### config.mk
export PLATFORM = sky130hd
export DESIGN_NAME = float_to_int
export DESIGN_NICKNAME = d
export VERILOG_FILES = /design/src/rtl/float_to_int.sv
export SDC_FILE = /design/constraint.sdc
export NUM_CORES = 1
export LEC_CHECK = 0
export BUFFER_PORTS_ARGS = -buffer_cell sky130_fd_sc_hd__buf_2
export CAP_MARGIN = 10
export CELL_PAD_IN_SITES_DETAIL_PLACEMENT = 0
export CELL_PAD_IN_SITES_GLOBAL_PLACEMENT = 2
export CORE_UTILIZATION = 35
export DETAILED_ROUTE_END_ITERATION = 10
export PLACE_DENSITY_LB_ADDON = 0.1
export SLEW_MARGIN = 30
export SYNTH_ARGS = -nofsm -noshare
export SYNTH_HDL_FRONTEND = slang
export SYNTH_SLANG_ARGS = --single-unit
export TNS_END_PERCENT = 50
### constraint.sdc
create_clock -name clk -period 5.41 [get_ports clk]
set_clock_uncertainty 0.05 [all_clocks]
set_input_delay 0.541 -clock clk [delete_from_list [all_inputs] [get_ports clk]]
set_output_delay 0.541 -clock clk [all_outputs]
set_load 0.01 [all_outputs]
### src/rtl/float_to_int.sv
// rtl/float_to_int.sv - multi-cycle single-precision float to 32-bit integer converter (FCVT.W.S / FCVT.WU.S)
module float_to_int #(
    parameter int MAX_RSHIFT = 26
) (
    input  logic        clk,
    input  logic        reset,
    input  logic        valid_in,
    output logic        ready_in,
    input  logic [23:0] man,
    input  logic [7:0]  Exp,
    input  logic        sgn,
    input  logic        zero,
    input  logic        inf,
    input  logic        sNaN,
    input  logic        qNaN,
    input  logic        denormal,
    input  logic [2:0]  rm,
    input  logic        is_unsigned,
    output logic [31:0] int_out,
    output logic        NV,
    output logic        NX,
    output logic        valid_out,
    input  logic        ready_out
);

    typedef enum logic [1:0] {IDLE, SHIFT, ROUND, DONE} state_t;

    state_t      state;
    logic [56:0] w;
    logic        s;
    logic [4:0]  cnt;
    logic        dir_left;
    logic        sgn_r;
    logic        uns_r;
    logic [2:0]  rm_r;

    logic signed [9:0] e_in;
    logic signed [9:0] neg_e;
    logic [4:0]        shift_n;
    logic              direct;
    logic              is_nan;

    logic [31:0] m0;
    logic        g;
    logic        t;
    logic        inexact;
    logic        inc;
    logic [32:0] m;
    logic        nv_c;
    logic [31:0] res;

    // Saturation value; NaN callers pass neg = 0 so NaN saturates like +inf.
    function automatic logic [31:0] saturate(input logic uns, input logic neg);
        if (uns)
            return neg ? 32'h0000_0000 : 32'hFFFF_FFFF;
        return neg ? 32'h8000_0000 : 32'h7FFF_FFFF;
    endfunction

    assign ready_in = (state == IDLE);
    assign is_nan   = sNaN | qNaN;
    assign direct   = is_nan | inf | (Exp >= 8'd159);

    always_comb begin
        e_in    = denormal ? -10'sd126 : $signed({2'b00, Exp}) - 10'sd127;
        neg_e   = -e_in;
        shift_n = 5'd0;
        if (e_in > 0)
            shift_n = e_in[4:0];
        else if (e_in < 0)
            shift_n = ($unsigned(neg_e) > 10'(MAX_RSHIFT)) ? 5'(MAX_RSHIFT) : neg_e[4:0];
    end

    always_comb begin
        m0      = w[56:25];
        g       = w[24];
        t       = (|w[23:0]) | s;
        inexact = g | t;
        case (rm_r)
            3'b001:  inc = 1'b0;
            3'b010:  inc = sgn_r & inexact;
            3'b011:  inc = ~sgn_r & inexact;
            3'b100:  inc = g;
            default: inc = g & (t | m0[0]);
        endcase
        m = {1'b0, m0} + {32'd0, inc};
        if (uns_r)
            nv_c = (~sgn_r & m[32]) | (sgn_r & (m != 33'd0));
        else
            nv_c = (~sgn_r & (m > 33'h0_7FFF_FFFF)) | (sgn_r & (m > 33'h0_8000_0000));
        if (nv_c)
            res = saturate(uns_r, sgn_r);
        else if (!uns_r && sgn_r)
            res = 32'd0 - m[31:0];
        else
            res = m[31:0];
    end

    always_ff @(posedge clk) begin
        if (reset) begin
            state     <= IDLE;
            int_out   <= 32'd0;
            NV        <= 1'b0;
            NX        <= 1'b0;
            valid_out <= 1'b0;
            w         <= 57'd0;
            s         <= 1'b0;
            cnt       <= 5'd0;
            dir_left  <= 1'b0;
            sgn_r     <= 1'b0;
            uns_r     <= 1'b0;
            rm_r      <= 3'd0;
        end else begin
            case (state)
                IDLE: begin
                    if (valid_in) begin
                        sgn_r    <= sgn;
                        uns_r    <= is_unsigned;
                        rm_r     <= rm;
                        w        <= zero ? 57'd0 : {31'd0, man, 2'b00};
                        s        <= 1'b0;
                        cnt      <= shift_n;
                        dir_left <= (e_in > 0);
                        if (direct) begin
                            int_out   <= saturate(is_unsigned, sgn & ~is_nan);
                            NV        <= 1'b1;
                            NX        <= 1'b0;
                            valid_out <= 1'b1;
                            state     <= DONE;
                        end else if (shift_n == 5'd0) begin
                            state <= ROUND;
                        end else begin
                            state <= SHIFT;
                        end
                    end
                end
                SHIFT: begin
                    if (dir_left) begin
                        w <= {w[55:0], 1'b0};
                    end else begin
                        w <= {1'b0, w[56:1]};
                        s <= s | w[0];
                    end
                    cnt <= cnt - 5'd1;
                    if (cnt == 5'd1)
                        state <= ROUND;
                end
                ROUND: begin
                    int_out   <= res;
                    NV        <= nv_c;
                    NX        <= inexact & ~nv_c;
                    valid_out <= 1'b1;
                    state     <= DONE;
                end
                DONE: begin
                    if (ready_out) begin
                        valid_out <= 1'b0;
                        state     <= IDLE;
                    end
                end
                default: state <= IDLE;
            endcase
        end
    end

endmodule

==> flow_metrics.tcl, run 1 <==
set metrics [dict create \
    drtAntennaViolNets 0 \
    fin_crit_sh 0.9082 \
    yosys-top-cells-count "139 x nor2_1, 106 x dfxtp_1, 60 x clkbuf_1, 59 x a21oi_1, 50 x nand2_1" \
    die_x_um 148.6 \
    core-area_mm2 0.02102 \
    synth_top_cell_by_area "dfxtp_1" \
    ios 82 \
    peakVddDrop_v 0.0002056 \
    min_period_ns 4.914 \
    drv_slew 0 \
    switching_share 0.4304 \
    gp_congestion 0.8502 \
    whs_ns 0.3920 \
    clock_latency_ns 0.37 \
    io_buffers 81 \
    final.setup.worst_slack_ns 0.4964 \
    synth_compound_area_frac 0.2102 \
    syn_inst 953 \
    muxShareOfSynthArea 0.08238 \
    synth.distinct_cells 73 \
    drc 0 \
    worstHoldPathCells 3 \
    grt_max_degree 76 \
    h-tree-depth 3 \
    seqPwrFrac 0.345 \
    path_clk_slew_ns 0.09 \
    worst_setup_path_end_kind "register" \
    dr.first_iter.drc_count 414 \
    rows 53 \
    clkPwrFrac 0.199 \
    synth_area_per_cell_um2 7.889 \
    firstDrtPassIters 5 \
    switching_power_uw 1493 \
    r2r_cells 19 \
    ctsLongestPathBuffers 2 \
    seq_area_frac_synth 0.2822 \
    p_leak_uw 0.003223 \
    synth_top_flop_cell "dfxtp_1" \
    nNetsFinal 1059 \
    die_area_mm2 0.02207 \
    grt_pass1_vias 6825 \
    grtUsageTotal 0.2106 \
    drt-wirelength-per-cell_um 17.95 \
    maxCapViolations 0 \
    finalHoldViolations 0 \
    synth_xor_area_frac 0.07339 \
    cts_root_buf "clkbuf_16" \
    critPathMaxFanout 27 \
    worst-slew-pin-transition_ns 0.9063 \
    synth_simple_gate_area_frac 0.2626 \
    tns_ns 0 \
    crit_type "register to register" \
    hp-class "input port to register" \
    syn_area_mm2 0.007518 \
    comb_power_share 0.456 \
    via_count 7175 \
    async_flop_share 0 \
    antenna_cells 0 \
    grt_pass1_wl_mm 37.08 \
    critPathRequiredTime_ns 5.67 \
    fmaxAchievable_mhz 203.5 \
    cts-buffers-inserted 9 \
    vias_per_cell 5.636 \
    setup_viol 0 \
    cts_tree "yes" \
    postCtsSetupBuffers 0 \
    yosys-top-cells-area "dfxtp_1 28%, nor2_1 6.9%, mux2i_1 4.8%" \
    yosysMostFrequentCell "nor2_1" \
    pwr_density_cell_mw_per_mm2 408.3 \
    overflow 0 \
    ys_ff_latch 106 \
    die_y_um 148.6 \
    intPower_uw 1975 \
    synth_warnings 0 \
    synth_top_family_by_area "simple AND/OR/NAND/NOR gates" \
    synth_edf_count 0 \
    synth.top_cell.area_share 0.2822 \
    crit_arrival_ns 5.17 \
    antenna_found_initial 0 \
    synth_nets 1019 \
    post-dp-hpwl_mm 16.30 \
    pre_cts_ws_ns 0.3067 \
    routed_wl_mm 22.85 \
    synth-adder-area-share 0.03328 \
    total_power_uw 3468 \
    cp-start-kind "register" \
    status "completed" \
    nFillCells 2227 \
    drive_gt1_frac 0.1743 \
    slew_headroom 0.3958 \
    cts_sinks 106 \
    area_growth_pct 12.96 \
    rsz0062_at_grt "false" \
    start_util 0.3577 \
]
==> sequential cells by signal, indices dropped and copies added, names as in the netlist, 2 cells and up <==
register  cells
state         2
rm_r          3
int_out      32
w            57
cnt           5
==> power groups by stage <==
stage / sequential [uW] / combinational, uW / clock, uW
2_1_floorplan: 1230 / 1060 / 0
3_3_place_gp: 1210 / 1600 / 0
3_5_place_dp: 1210 / 1590 / 0
4_1_cts: 1200 / 1600 / 712
5_1_grt: 1240 / 1770 / 744
6_report: 1200 / 1580 / 691
==> final cells by class <==
type,count,area [um^2],share of cell area
Multi-Input combinational cell,744,5034,0.5927
Clock buffer,9,225.2,0.02652
Tap cell,275,344.1,0.04051
Inverter,28,105.1,0.01237
Sequential cell,106,2123,0.2500
Clock inverter,7,83.83,0.009870
Timing Repair Buffer,104,578.1,0.06806
==> final timing paths <==
kind	startpoint	to	slack, ns
worst max register to register	w[0]	int_out[13]	0.50
worst min register to register	cnt[1]	cnt[1]	0.42
worst max-delay path	w[0]	int_out[13]	0.50
worst min-delay path	rm[1]	rm_r[1]	0.39
==> layer usage <==
layer | up-vias | part of all wire | track usage
li1 | 3606 | - | -
met1 | 3414 | 0.54 | 0.3233
met2 | 136 | 0.41 | 0.3070
met3 | 19 | 0.035 | 0.02301
met4 | 0 | 0.012 | 0.05309
met5 | - | 0 | 0
==> what timing repair did <==
action                     4_1_cts  5_1_grt
hold buffers                     0        0
gates resized for setup          0        5
setup endpoints to repair        0       33
==> through the flow <==
step	utilization	cells	cell area, um^2
floorplan	-	953	7518
global placement	0.3875	1257	8145
detailed placement	0.3877	1257	8150
CTS	0.4024	1273	8459
global route	0.4040	1273	8493
finish	0.4040	1273	8493
==> placed cells by master (no fill, tap or decap), types with 25 or more instances in the layout <==
cell type,instances
a21oi_1,59
a221o_1,26
a221oi_1,25
buf_2,81
dfxtp_1,105
inv_1,26
mux2i_1,36
nand2_1,50
nand3_1,29
nor2_1,137
nor3_1,45
o21ai_0,29
xnor2_1,34
xor2_1,29
==> critical path, cell delays in order, from the launching register on <==
cell and delay, ns:
dfxtp_1 0.34, nor4_1 0.33, nand4_1 0.18, nor2_1 0.17, nand2_1 0.06, o21ai_0 0.07, a21oi_1 0.10, ha_1 0.29
ha_2 0.27, and3_1 0.27, a21o_1 0.20, o32a_1 0.35, a2111oi_2 0.28, nand4_1 0.30, o41ai_2 0.43, nand3_2 0.16
a21oi_4 0.31, and3_1 0.20, buf_4 0.28, a221o_1 0.19
==> cells by family (layout without fill, tap and decap cells) <==
| kind of cell | Yosys count | in the layout |
|---|---|---|
| and+or+nand+nor | 382 | 382 |
| AOI/OAI and AO/OA | 220 | 220 |
| DFF | 106 | 106 |
| buffers and inverters | 103 | 148 |
| xor gates and xnor gates | 63 | 63 |
| muxes | 59 | 59 |
| adders and majority gates | 20 | 20 |
Power figures use the tool's default switching activity.
==> inputs of run 2 (changes only) <==
--- a/config.mk
+++ b/config.mk
@@ -9,6 +9,7 @@
 export CAP_MARGIN = 10
 export CELL_PAD_IN_SITES_DETAIL_PLACEMENT = 0
 export CELL_PAD_IN_SITES_GLOBAL_PLACEMENT = 2
+export CORE_MARGIN = 2
 export CORE_UTILIZATION = 35
 export DETAILED_ROUTE_END_ITERATION = 10
 export PLACE_DENSITY_LB_ADDON = 0.1
==> constraint.sdc (replaced) <==
create_clock -name clk -period 5.41 [get_ports clk]
set_clock_uncertainty 0.05 [all_clocks]
set_input_delay 0.541 -clock clk [delete_from_list [all_inputs] [get_ports clk]]
set_output_delay 0.541 -clock clk [all_outputs]
set_load 0.005 [all_outputs]
==> run 2 against run 1 <==
  * First-iteration DRC count increased by 5.3%
  * Final area hardly changed
  * Routed wire length decreased by 0.54%
  * Hold slack hardly changed
  * Power down 0.28%
  * Core utilization about the same
  * Largest cell class unchanged
  * Highest routed layer unchanged
==> flow_metrics.tcl, run 2 (same netlist as run 1, synthesis figures left out) <==
set metrics [dict create \
    status "completed" \
    cts_sinks 106 \
    core-area_mm2 0.02102 \
    h-tree-depth 3 \
    r2r_start "w[18]" \
    die_y_um 150.6 \
    cts-buffers-inserted 9 \
    critPathMaxStageDelay_ns 0.54 \
    r2r_cells 18 \
    reg2reg_slack_ns 0.54 \
    antenna_found_initial 0 \
    drive_gt1_frac 0.1733 \
    worstReg2RegEnd "int_out[10]" \
    final.setup.worst_slack_ns 0.5380 \
    gp_congestion 0.8029 \
    pwr_density_cell_mw_per_mm2 406.8 \
    via_count 7110 \
    antenna_cells 0 \
    critPathMaxFanout 26 \
    critPathRequiredTime_ns 5.61 \
    die_x_um 150.6 \
    regMostFlops "w" \
    layout_common_cells "137 x nor2_1, 105 x dfxtp_1, 81 x buf_2, 59 x a21oi_1, 50 x nand2_1" \
    worstHoldPathCells 3 \
    path_delay_family "simple AND/OR/NAND/NOR gates" \
    area_growth_pct 13.06 \
    fin_cells 1273 \
    worst-slew-pin-transition_ns 0.8982 \
    routed_wl_mm 22.73 \
    firstDrtPassIters 5 \
    path_clk_slew_ns 0.08 \
    drt-wirelength-per-cell_um 17.85 \
    io_buffers 81 \
    drtAntennaViolNets 0 \
    final_common_cell "nor2_1" \
    fmaxAchievable_mhz 205.3 \
    total_power_uw 3458 \
    vias_per_cell 5.585 \
    cts_tree "yes" \
    min_from "rm[1]" \
    overflow 0 \
    dr.first_iter.drc_count 436 \
    setup_viol 0 \
    grt_max_degree 76 \
    dpl.cell_count 1257 \
    crit_type "register to register" \
    start_util 0.3577 \
    rows 53 \
    tns_ns 0 \
    hp-class "input port to register" \
    pre_cts_ws_ns 0.4481 \
    whs_endpoint "rm_r[1]" \
    grtUsageTotal 0.2030 \
    slew_headroom 0.4012 \
    fin_crit_sh 0.9006 \
    p_leak_uw 0.003233 \
    drc 0 \
    finalHoldViolations 0 \
    peakVddDrop_v 0.0001892 \
    crit_arrival_ns 5.07 \
    post-dp-hpwl_mm 16.24 \
    grt_pass1_vias 6643 \
    clock_latency_ns 0.37 \
    nNetsFinal 1059 \
    reg.largest.list "w (57), int_out (32), cnt (5)" \
    cp_common_cell "nand4_1" \
    cts_root_buf "clkbuf_16" \
    crit_slowest_cell "nor4_4" \
    rsz0062_at_grt "false" \
    critical_path_buf_inv_count 1 \
    ctsLongestPathBuffers 2 \
    die_area_mm2 0.02267 \
    maxCapViolations 0 \
    cp_cell_sequence "nor4_1 -> nand4_1 -> nor2_1 -> nand2_1 -> o21ai_0 -> a21oi_1 -> ha_1 -> nand4_1 -> nor4_4 -> xnor2_1 -> a2111oi_2 -> nand4_1 -> o41ai_2 -> nand3_2 -> a21oi_4 -> nor4_4 -> buf_4 -> a221o_1" \
    fin_util 0.4044 \
    crit_cells 18 \
    drv_slew 0 \
    largest_register_ffs 57 \
    worst_setup_path_end_kind "register" \
    postCtsSetupBuffers 0 \
    grt_pass1_wl_mm 36.77 \
    cp-start-kind "register" \
    min_period_ns 4.872 \
    ios 82 \
]
[run 2: cell types whose count changed in the layout (fill, tap and decap cells not counted), sizes merged]
cell	delta
clkinv	-4
clkinvlp	+1
inv	+1
bufinv	+1
clkbuf	+1
[run 2: where the power goes]
group	switching, uW	internal (uW)
sequential	178	1020
combinational	909	627
clock	342	384
total	1430	2030
[run 2: how the worst max path moves through the flow]
stage                     startpoint           to  slack [ns]
after floorplan                 w[0]   int_out[0]        0.99
after global placement         w[12]  int_out[21]        0.50
after detailed placement       w[12]  int_out[10]        0.45
after CTS                      w[12]  int_out[21]        0.39
after global routing           w[11]  int_out[21]        0.09
final                          w[18]  int_out[10]        0.54
[run 2: worst reg2reg max path, stage by stage (launching register included)]
cell,delay [ns]
dfxtp_1,0.41
nor4_1,0.07
nand4_1,0.12
nor2_1,0.07
nand2_1,0.05
o21ai_0,0.07
a21oi_1,0.17
ha_1,0.35
nand4_1,0.41
nor4_4,0.55
xnor2_1,0.29
a2111oi_2,0.39
nand4_1,0.29
o41ai_2,0.44
nand3_2,0.16
a21oi_4,0.22
nor4_4,0.07
buf_4,0.26
a221o_1,0.31
[run 2: cell type report]
class,instances,area [um^2]
Clock buffer,10,239.0
Clock inverter,6,80.08
Fill cell,2241,12520
Inverter,28,105.1
Multi-Input combinational cell,744,5031
Sequential cell,106,2123
Tap cell,275,344.1
Timing Repair Buffer,104,578.1
[run 2: routing by layer]
metal	wire (um)	global-route usage	vias up
li1	-	-	3609
met1	12120	0.3124	3358
met2	9510	0.2986	133
met3	951	0.03273	10
met4	140	0.03349	0
met5	0	0	-
[run 2: through the flow]
stage	hold slack [ns]	instance area (um^2)
floorplan	0.3910	7518
global placement	0.3893	8145
detailed placement	0.3881	8150
CTS	0.3936	8469
global route	0.3989	8501
finish	0.3924	8501
[run 2: repair_timing]
action	in CTS	in global routing
gates resized for setup	0	4
hold buffers	0	0
endpoints found under the setup margin	0	32
